**src/rtl/psram_pkg.sv**
```systemverilog
// Shared state encoding and default sizing for the PSRAM arbiter.
package psram_pkg;

    localparam int DEF_WAIT_CYCLES = 4;
    localparam int DEF_ADDR_W      = 23;
    localparam int DATA_W          = 16;

    typedef enum logic [1:0] {
        IDLE   = 2'd0,
        SETUP  = 2'd1,
        ACCESS = 2'd2,
        HOLD   = 2'd3
    } psram_state_e;

endpackage

```
**src/rtl/psram_arbiter.sv**
```systemverilog
// Round-robin arbiter between a write-only capture port and a read/write host
// port, driving one asynchronous PSRAM with a fixed SETUP/ACCESS/HOLD cycle.
//
// state  | meaning
// IDLE   | bus released, pick a winner among pending requests
// SETUP  | chip selected, address/byte enables (and write data) driven
// ACCESS | nwe or noe0 asserted for WAIT_CYCLES cycles
// HOLD   | strobes released, address/data held, winner's done pulse
module psram_arbiter
    import psram_pkg::*;
#(
    parameter int WAIT_CYCLES = DEF_WAIT_CYCLES,
    parameter int ADDR_W      = DEF_ADDR_W
) (
    input  logic              CLK50,
    input  logic              RESET,
    input  logic              capt_req,
    input  logic [ADDR_W-1:0] capt_addr,
    input  logic [DATA_W-1:0] capt_wdata,
    output logic              capt_done,
    input  logic              host_req,
    input  logic              host_we,
    input  logic [ADDR_W-1:0] host_addr,
    input  logic [DATA_W-1:0] host_wdata,
    input  logic [1:0]        host_be,
    output logic              host_done,
    output logic [DATA_W-1:0] host_rdata,
    output logic              psram_ncs0,
    output logic              psram_nwe,
    output logic              psram_noe0,
    output logic [1:0]        psram_nbyte_en,
    output logic [ADDR_W-1:0] psram_address,
    output logic [DATA_W-1:0] psram_dq_out,
    output logic              psram_dq_oe,
    input  logic [DATA_W-1:0] psram_dq_in
);

    localparam int               CNT_W    = (WAIT_CYCLES > 1) ? $clog2(WAIT_CYCLES) : 1;
    localparam logic [CNT_W-1:0] CNT_LOAD = CNT_W'(WAIT_CYCLES - 1);

    if (WAIT_CYCLES < 1) begin : g_bad_wait
        $error("WAIT_CYCLES must be at least 1");
    end

    psram_state_e     state_q, state_d;
    logic [CNT_W-1:0] cnt_q, cnt_d;
    logic             last_host_q;
    logic             lat_host_q;
    logic             lat_we_q;
    logic [1:0]       lat_nbe_q;

    logic             grant;
    logic             grant_host;
    logic             next_we;
    logic [1:0]       next_nbe;
    logic             last_access;

    always_comb begin
        state_d    = state_q;
        cnt_d      = cnt_q;
        grant      = 1'b0;
        grant_host = 1'b0;
        case (state_q)
            IDLE: begin
                if (capt_req || host_req) begin
                    grant = 1'b1;
                    // on a tie the port not served last wins
                    grant_host = host_req && (!capt_req || !last_host_q);
                    state_d    = SETUP;
                end
            end
            SETUP: begin
                state_d = ACCESS;
                cnt_d   = CNT_LOAD;
            end
            ACCESS: begin
                if (cnt_q == '0) begin
                    state_d = HOLD;
                end else begin
                    cnt_d = cnt_q - CNT_W'(1);
                end
            end
            HOLD: begin
                state_d = IDLE;
            end
            default: begin
                state_d = IDLE;
            end
        endcase
    end

    assign next_we     = grant ? (grant_host ? host_we : 1'b1) : lat_we_q;
    assign next_nbe    = grant ? (grant_host ? ~host_be : 2'b00) : lat_nbe_q;
    assign last_access = (state_q == ACCESS) && (cnt_q == '0);

    // Pins are registered from the next state so they line up with state_q.
    always_ff @(posedge CLK50) begin
        if (RESET) begin
            state_q        <= IDLE;
            cnt_q          <= '0;
            last_host_q    <= 1'b1;
            lat_host_q     <= 1'b0;
            lat_we_q       <= 1'b0;
            lat_nbe_q      <= 2'b11;
            psram_ncs0     <= 1'b1;
            psram_nwe      <= 1'b1;
            psram_noe0     <= 1'b1;
            psram_nbyte_en <= 2'b11;
            psram_dq_oe    <= 1'b0;
            psram_address  <= '0;
            psram_dq_out   <= '0;
            capt_done      <= 1'b0;
            host_done      <= 1'b0;
            host_rdata     <= '0;
        end else begin
            state_q <= state_d;
            cnt_q   <= cnt_d;
            if (grant) begin
                last_host_q   <= grant_host;
                lat_host_q    <= grant_host;
                lat_we_q      <= next_we;
                lat_nbe_q     <= next_nbe;
                psram_address <= grant_host ? host_addr : capt_addr;
                psram_dq_out  <= grant_host ? host_wdata : capt_wdata;
            end
            psram_ncs0     <= (state_d == IDLE);
            psram_nwe      <= !((state_d == ACCESS) && lat_we_q);
            psram_noe0     <= !((state_d == ACCESS) && !lat_we_q);
            psram_nbyte_en <= (state_d == IDLE) ? 2'b11 : next_nbe;
            psram_dq_oe    <= (state_d != IDLE) && next_we;
            capt_done      <= (state_d == HOLD) && !lat_host_q;
            host_done      <= (state_d == HOLD) && lat_host_q;
            if (last_access && !lat_we_q) begin
                host_rdata <= psram_dq_in;
            end
        end
    end

endmodule

```
**config.mk**
```make
export PLATFORM = sky130hd
export DESIGN_NAME = psram_arbiter
export DESIGN_NICKNAME = d
export VERILOG_FILES = /design/src/rtl/psram_pkg.sv /design/src/rtl/psram_arbiter.sv
export SDC_FILE = /design/constraint.sdc
export NUM_CORES = 1
export LEC_CHECK = 0
export ABC_AREA = 1
export CAP_MARGIN = 20
export CORE_UTILIZATION = 41
export CTS_BUF_LIST = sky130_fd_sc_hd__clkbuf_2
export DETAILED_ROUTE_END_ITERATION = 12
export PLACE_DENSITY = 0.82
export SYNTH_ARGS = -nofsm -noshare
export SYNTH_HDL_FRONTEND = slang
export SYNTH_SLANG_ARGS = --single-unit
```
**constraint.sdc**
```tcl
create_clock -name CLK50 -period 1.7 [get_ports CLK50]
set_clock_uncertainty 0.05 [all_clocks]
set_input_delay 0.425 -clock CLK50 [delete_from_list [all_inputs] [get_ports CLK50]]
set_output_delay 0.425 -clock CLK50 [all_outputs]
set_load 0.01 [all_outputs]
```
After elaboration in Yosys (flattened, before gate mapping)

Index checks and enable logic that the tools add are counted.
Widths: inputs -> output; s select.

Bitwise gates (word level): 1
Multiplexer cells: 15
Reductions and logical operators: 23
Add/subtract/negate cells: 1
Equality and inequality tests: 6

Operators with widths:

| cell                | count |
|---|---|
| $mux 23             | 1 |
| $mux 16             | 1 |
| $mux 2              | 5 |
| $eq 2x2->1 const B  | 4 |
| $logic_and 1x1->1   | 8 |
| $pmux 2 s4          | 1 |
| $logic_not 1->1     | 6 |
| $logic_not 2->1     | 3 |
| $mux 1              | 6 |
| $pmux 2 s2          | 1 |
| $reduce_bool 2->1   | 2 |
| $eq 2x1->1 const B  | 1 |
| $logic_or 1x1->1    | 2 |
| $ne 2x2->1 const B  | 1 |
| $not 2->2           | 1 |
| $reduce_and 2->1    | 1 |
| $reduce_or 2->1     | 1 |
| $sub 2x1->2 const B | 1 |

Output and inout port bits: 63
Bits in registers: 72

Depth between registers and ports, before layout

Gate-level depths: netlist of the first run.

Depth in word-level cells: 8
Depth in mapped cells: 10
Mapped depth without buffers: 9

Worst setup path after synthesis of the first run

Ideal clock, no wire load.

Path type: reg-to-reg
From: register state_q[0]
To: register psram_address[15]
Path slack: 289 ps
Stages on the path, launching flop included: 11
Buffers on the path: 2
Arrival time: 1252 ps
Cell sequence: dfxtp_1 > inv_1 > ha_1 > nand2_1 > inv_2 > buf_4 > buf_4 > nand3_1 > nand3_1 > nand2_1 > inv_1

Cells in the longest elaborated chain, start to end: 3
Elaborated cells on any way between the ends: 4
Those cells by class: mux (3); reduce/logical (1)

RTL lines:

| item                   | line                 | text |
|---|---|---|
| from (decl)            | psram_arbiter.sv:45  | `psram_state_e state_q, state_d;` |
| from (signal assigned) | psram_arbiter.sv:116 | `state_q <= state_d;` |
| $logic_not 2->1 *      | psram_arbiter.sv:63  | `case (state_q)` |
| $mux 1                 | psram_arbiter.sv:63  |  |
| $mux 23                | psram_arbiter.sv:123 | `psram_address <= grant_host ? host_addr : capt_addr;` |
| to (signal assigned)   | psram_arbiter.sv:123 |  |
| to (decl)              | psram_arbiter.sv:32  | `output logic [ADDR_W-1:0] psram_address,` |

Mark *: on every way between the ends. The rest lies on a longest branch, timed or not.
A chain may end at the register's enable or synchronous reset.

Worst setup path in the final report of the first run

From: register psram_address[4]
To: output port psram_address[4]

No word-level cell between the ends.

==> results.sh, run 1 <==
export IMPL_status="finished, final reports clean"
export IMPL_cts_max_level=3
export IMPL_pre_cts_slack_ns=-0.0976
export IMPL_first_pass_iters=4
export IMPL_cp_arrival_ns=1.14
export IMPL_grt_pass1_vias=3464
export IMPL_yosysTopAreaCellShare_pct=44.3
export IMPL_cp_required_ns=1.22
export IMPL_grt_overflow_total=0
export IMPL_drt_iter0_drc=121
export IMPL_syn_area_per_cell_um2=6.68
export IMPL_worst_path_buf_inv=1
export IMPL_yosysWarningCount=0
export IMPL_drive_above_1_share_pct=13.5
export IMPL_wl_per_cell_um=12.2
export IMPL_crit_type="register to output port"
export IMPL_finalHoldViolCount=0
export IMPL_routed_wl_mm=9.30
export IMPL_num_rows=32
export IMPL_core_region_area_um2=7690
export IMPL_clock_latency_ns=0.49
export IMPL_dpl_hpwl_mm=6.84
export IMPL_finalSetupTns_ns=0
export IMPL_maxSlewViolCount=0
export IMPL_drv_cap=0
export IMPL_io_pins=164
export IMPL_multiInputGateArea_um2=1440
export IMPL_portBuffers=163
export IMPL_synth_area_leaders="dfxtp_1, nor2_1, nand3_1"
export IMPL_muxShareOfSynthArea_pct=0
export IMPL_clock_path_buffers=2
export IMPL_regArea_um2=1490
export IMPL_dpl_cell_area_um2=5050
export IMPL_tritoncts="done"
export IMPL_ctsRootBufferMaster="clkbuf_2"
export IMPL_synth_net_count=593
export IMPL_fin_hold_ws_ns=0.111
export IMPL_synth_compound_area_share_pct=4.16
export IMPL_postLayoutCoreUtil_pct=68.0
export IMPL_start_util_pct=42.3
export IMPL_num_fill_cells=694
export IMPL_slowest_delay_ns=0.37
export IMPL_drc=0
export IMPL_die_y_um=91.1
export IMPL_yosysTopAreaCell="dfxtp_1"
export IMPL_fin_nets=761
export IMPL_syn_to_final_growth_pct=60.8
export IMPL_powerDensity_nw_per_um2=1470
export IMPL_synth_fa_ha_area_share_pct=1.92
export IMPL_synth_cells=487
export IMPL_relSlewSlack_pct=83.0
export IMPL_cp_end_kind="output port"
export IMPL_post_place_cells=740
export IMPL_synth_seq_cells=72
export IMPL_setup_viol=0
export IMPL_ys_types=18
export IMPL_synth_top_family_by_area="simple AND/OR/NAND/NOR gates"
export IMPL_layoutNonFillerInstCount=762
export IMPL_ys_seq_area_share_pct=44.3
export IMPL_diodes=0
export IMPL_vias_per_cell=4.74
export IMPL_drtAntennaViolNets=0
export IMPL_netSwitchingPower_mw=3.06
export IMPL_track_usage_pct=23.1
export IMPL_power_frac_seq_pct=35.5
export IMPL_power_total_mw=7.66
export IMPL_clkPwrFrac_pct=12.9
export IMPL_cp_start_kind="register"
export IMPL_syn_area_um2=3250
export IMPL_clkTransAtPathRegs_ns=0.22
export IMPL_combPwrFrac_pct=51.6
export IMPL_fin_crit_sh_pct=94.9
export IMPL_tightestPinTransition_ns=0.253
export IMPL_hold_class="input port to register"
export IMPL_cellInternalPower_mw=4.60
export IMPL_die_x_um=91.1
export IMPL_final_cell_area_um2=5230
export IMPL_crit_chain="dlygate4sd2_1"
export IMPL_synth_xor_area_share_pct=0
export IMPL_fmax_mhz=620
export IMPL_fin_ws_ns=0.0863
export IMPL_max_vdd_ir_drop_v=0.000754
export IMPL_path_delay_family="flip-flops"
export IMPL_grt_pass1_wl_mm=15.4
export IMPL_cts_made_buffers=9
export IMPL_power_leakage_nw=2.70
export IMPL_cts_sinks=72
export IMPL_grt_antenna_before_repair=0
export IMPL_vias=3611
export IMPL_post_route_min_period_ns=1.61
export IMPL_crit_fanout=2
export IMPL_switching_share_pct=40.0
export IMPL_synth_simple_area_share_pct=38.2
export IMPL_grt_max_degree=30
export IMPL_globalplace_congestion=0.828
export IMPL_fp_dieArea_um2=8290
export IMPL_cp_slowest_cell="dfxtp_1"
==> cell families (layout without fill, tap and decap cells) <==
family | after synthesis | after routing
buffers and inverters | 86 | 259
adder cells (fa/ha/maj) | 5 | 5
flip-flops | 72 | 72
AO/OA/AOI/OAI | 27 | 27
AND/OR/NAND/NOR | 297 | 297
==> flip-flops by register name, indices dropped and copies added, names as in the netlist <==
| signal | cells |
|---|---|
| state_q | 2 |
| psram_nwe | 1 |
| psram_ncs0 | 1 |
| lat_host_q | 1 |
| host_done | 1 |
| capt_done | 1 |
| psram_dq_oe | 1 |
| psram_noe0 | 1 |
| host_rdata | 16 |
| lat_we_q | 1 |
| last_host_q | 1 |
| psram_address | 23 |
| lat_nbe_q | 2 |
| cnt_q | 2 |
| psram_nbyte_en | 2 |
| psram_dq_out | 16 |
==> worst register-to-register path: cells and delay by family (launching register included) <==
family	cells	cell delay [ns]
buffers and inverters	4	0.42
flip-flops	1	0.37
adder cells (fa/ha/maj)	1	0.21
AND/OR/NAND/NOR	5	0.39
==> cells in the mapped netlist <==
master and n:
buf_2 12, nor2_1 113, buf_4 7, inv_2 1, dfxtp_1 72, inv_1 56
nand3_1 84, nor2_4 2, nand2_1 95, buf_1 2, ha_1 5, clkbuf_1 7
nand2_2 1, a21oi_1 4, nor3_1 1, nor2_2 1, o21ai_0 23, buf_6 1
==> worst paths after layout <==
kind / start / to / slack (ns) / cells after the start
worst max register to register: state_q[0] / psram_dq_out[6] / 0.19 / 10
worst min-delay path: RESET / lat_we_q / 0.11 / 2
worst min register to register: lat_host_q / host_done / 0.41 / 2
worst max-delay path: psram_address[4] / psram_address[4] / 0.09 / 1
==> cells in the final DEF (no fill, tap or decap), drive strengths merged <==
master	count
clkinv	1
bufinv	1
nor3	1
buf	23
dlygate4sd2	47
a21oi	4
nand2	96
clkbuf	11
clkdlybuf4s50	99
ha	5
dfxtp	72
clkinvlp	3
inv	59
o21ai	23
nand3	84
clkdlybuf4s15	15
nor2	116
==> power by group through the flow <==
stage | Clock, mW | Sequential [mW] | Combinational, mW
4_1_cts | 1.03 | 2.70 | 3.84
6_report | 0.988 | 2.72 | 3.96
3_5_place_dp | 0 | 2.70 | 4.18
5_1_grt | 1.11 | 2.80 | 4.43
3_3_place_gp | 0 | 2.68 | 4.08
2_1_floorplan | 0 | 2.95 | 1.93
==> cell type report <==
type / instances / area share, %
Timing Repair Buffer: 186 / 35.0
Sequential cell: 72 / 28.6
Multi-Input combinational cell: 329 / 27.6
Inverter: 57 / 4.09
Tap cell: 102 / 2.44
Clock inverter: 7 / 1.51
Clock buffer: 9 / 0.861
==> what timing repair did <==
| item | 4_1_cts | 5_1_grt |
|---|---|---|
| gates cloned | 0 | 1 |
| pin swaps | 0 | 1 |
| endpoints found under the setup margin | 63 | 37 |
| buffers inserted | 2 | 3 |
| hold buffers | 0 | 0 |
| resized for setup | 93 | 30 |
==> metal layers <==
metal / vias up / share of wire (%) / track usage (%)
li1: 1840 / - / -
met1: 1616 / 41 / 25.5
met2: 136 / 50 / 40.8
met3: 19 / 7.1 / 5.36
met4: 0 / 2.4 / 12.7
met5: - / 0 / 0
Power figures use the tool's default switching activity.
==> inputs of run 2 (changes only) <==
Settings changed: RECOVER_POWER set to 25.
==> run 2 against run 1 <==
- clock power about the same
- wire length decreased by 0.40%
- register-to-register slack got worse by 0.03 ns
- fmax about the same
- via count grew 0.33%
- power fell by 0.65%
- die area unchanged
- critical endpoint unchanged
==> results.sh, run 2 (synthesis results as in run 1) <==
export IMPL_grt_antenna_before_repair=0
export IMPL_cp_required_ns=1.22
export IMPL_cts_made_buffers=9
export IMPL_grt_pass1_vias=3464
export IMPL_slowest_delay_ns=0.38
export IMPL_fin_nets=761
export IMPL_hold_buffers=0
export IMPL_rr_worst_depth=10
export IMPL_status="finished, final reports clean"
export IMPL_clock_path_buffers=2
export IMPL_cp_slowest_cell="dfxtp_1"
export IMPL_worst_path_buf_inv=1
export IMPL_tritoncts="done"
export IMPL_worst_r2r_setup_slack_ns=0.16
export IMPL_grt_overflow_total=0
export IMPL_track_usage_pct=23.1
export IMPL_clock_latency_ns=0.49
export IMPL_post_place_cells=740
export IMPL_dpl_hpwl_mm=6.84
export IMPL_grt_max_degree=30
export IMPL_vias=3623
export IMPL_power_total_mw=7.61
export IMPL_relSlewSlack_pct=83.0
export IMPL_start_util_pct=42.3
export IMPL_setup_viol=0
export IMPL_cp_start_kind="register"
export IMPL_path_delay_family="flip-flops"
export IMPL_first_pass_iters=4
export IMPL_cts_max_level=3
export IMPL_cp_arrival_ns=1.14
export IMPL_drc=0
export IMPL_crit_type="register to output port"
export IMPL_met3_usage_pct=5.36
export IMPL_postLayoutCoreUtil_pct=67.7
export IMPL_largest_reg_flops=23
export IMPL_drtAntennaViolNets=0
export IMPL_cts_sinks=72
export IMPL_top_register="psram_address"
export IMPL_grt_busiest_layer="met2"
export IMPL_layout_common_cells="nor2_1, clkdlybuf4s50_1, nand2_1, nand3_1, inv_1"
export IMPL_die_x_um=91.1
export IMPL_power_leakage_nw=2.69
export IMPL_grt_pass1_wl_mm=15.4
export IMPL_vias_per_cell=4.75
export IMPL_wl_per_cell_um=12.2
export IMPL_syn_to_final_growth_pct=60.1
export IMPL_portBuffers=163
export IMPL_tightestPinTransition_ns=0.253
export IMPL_hp_start="RESET"
export IMPL_fmax_mhz=620
export IMPL_globalplace_congestion=0.828
export IMPL_fin_crit_sh_pct=94.9
export IMPL_io_pins=164
export IMPL_max_vdd_ir_drop_v=0.000753
export IMPL_crit_chain="dlygate4sd2_1"
export IMPL_use_met1_pct=25.5
export IMPL_min_path_cells=2
export IMPL_drive_above_1_share_pct=13.0
export IMPL_maxSlewViolCount=0
export IMPL_die_y_um=91.1
export IMPL_fp_dieArea_um2=8290
export IMPL_core_region_area_um2=7690
export IMPL_hold_class="input port to register"
export IMPL_ctsRootBufferMaster="clkbuf_2"
export IMPL_final_common_cell="nor2_1"
export IMPL_worstReg2RegEnd="psram_address[19]"
export IMPL_powerDensity_nw_per_um2=1460
export IMPL_routed_wl_mm=9.26
export IMPL_clkTransAtPathRegs_ns=0.22
export IMPL_post_route_min_period_ns=1.61
export IMPL_cp_end_kind="output port"
export IMPL_drv_cap=0
export IMPL_drt_iter0_drc=93
export IMPL_grtUsageMet2_pct=40.8
export IMPL_layoutNonFillerInstCount=762
export IMPL_largest_registers="psram_address (23), host_rdata (16), psram_dq_out (16)"
export IMPL_num_rows=32
export IMPL_crit_fanout=2
export IMPL_worst_hold_path_endpoint="lat_we_q"
export IMPL_diodes=0
export IMPL_reg2reg_from="state_q[1]"
export IMPL_finalHoldViolCount=0
## run 2: cell counts in the layout (fill, tap and decap cells not counted)
Identical to the previous run, type by type.
## run 2: worst max-delay path by stage
stage	from	cells after the start	slack [ns]	end
floorplan	state_q[0]	10	0.29	psram_address[15]
global route	psram_address[18]	1	-0.0007	psram_address[18]
detailed placement	host_req	9	-0.1	psram_dq_out[6]
CTS	host_rdata[4]	1	0.001	host_rdata[4]
global placement	capt_req	7	-0.08	psram_dq_out[9]
finish	psram_address[4]	1	0.09	psram_address[4]
## run 2: metrics by stage
| step | area [um^2] | hold WS [ns] | worst slack (ns) | TNS [ns] |
|---|---|---|---|---|
| 6_report | 5210 | 0.113 | 0.0862 | 0 |
| 3_5_place_dp | 5050 | 0.401 | -0.0976 | -3.10 |
| 4_1_cts | 5150 | 0.0526 | 0.00147 | 0 |
| 5_1_grt | 5210 | 0.0453 | -0.000724 | -0.000724 |
| 3_3_place_gp | 5050 | 0.392 | -0.0843 | -2.83 |
| 2_1_floorplan | 3250 | 0.373 | 0.289 | 0 |
## run 2: timing repair
item | in CTS | in global routing
endpoints found under the setup margin | 63 | 37
gates resized for setup | 93 | 30
buffers inserted | 2 | 3
gates cloned | 0 | 1
pin swaps | 0 | 1
## run 2: area by class of cell
type                            instances  area (um^2)
Clock buffer                            9         45.0
Clock inverter                          7         78.8
Fill cell                             698         2480
Inverter                               57          214
Multi-Input combinational cell        329         1440
Sequential cell                        72         1490
Tap cell                              102          128
Timing Repair Buffer                  186         1810
## run 2: power by group
part           switching [mW]  internal (mW)  leakage, nW
Combinational            2.12           1.79         2.01
Clock                   0.637          0.350       0.0651
Sequential              0.302           2.41        0.609
## run 2: layer usage
metal | part of all wire, % | vias up
met2 | 49 | 138
met5 | 0 | -
met3 | 6.6 | 21
li1 | - | 1840
met4 | 2.7 | 0
met1 | 41 | 1624
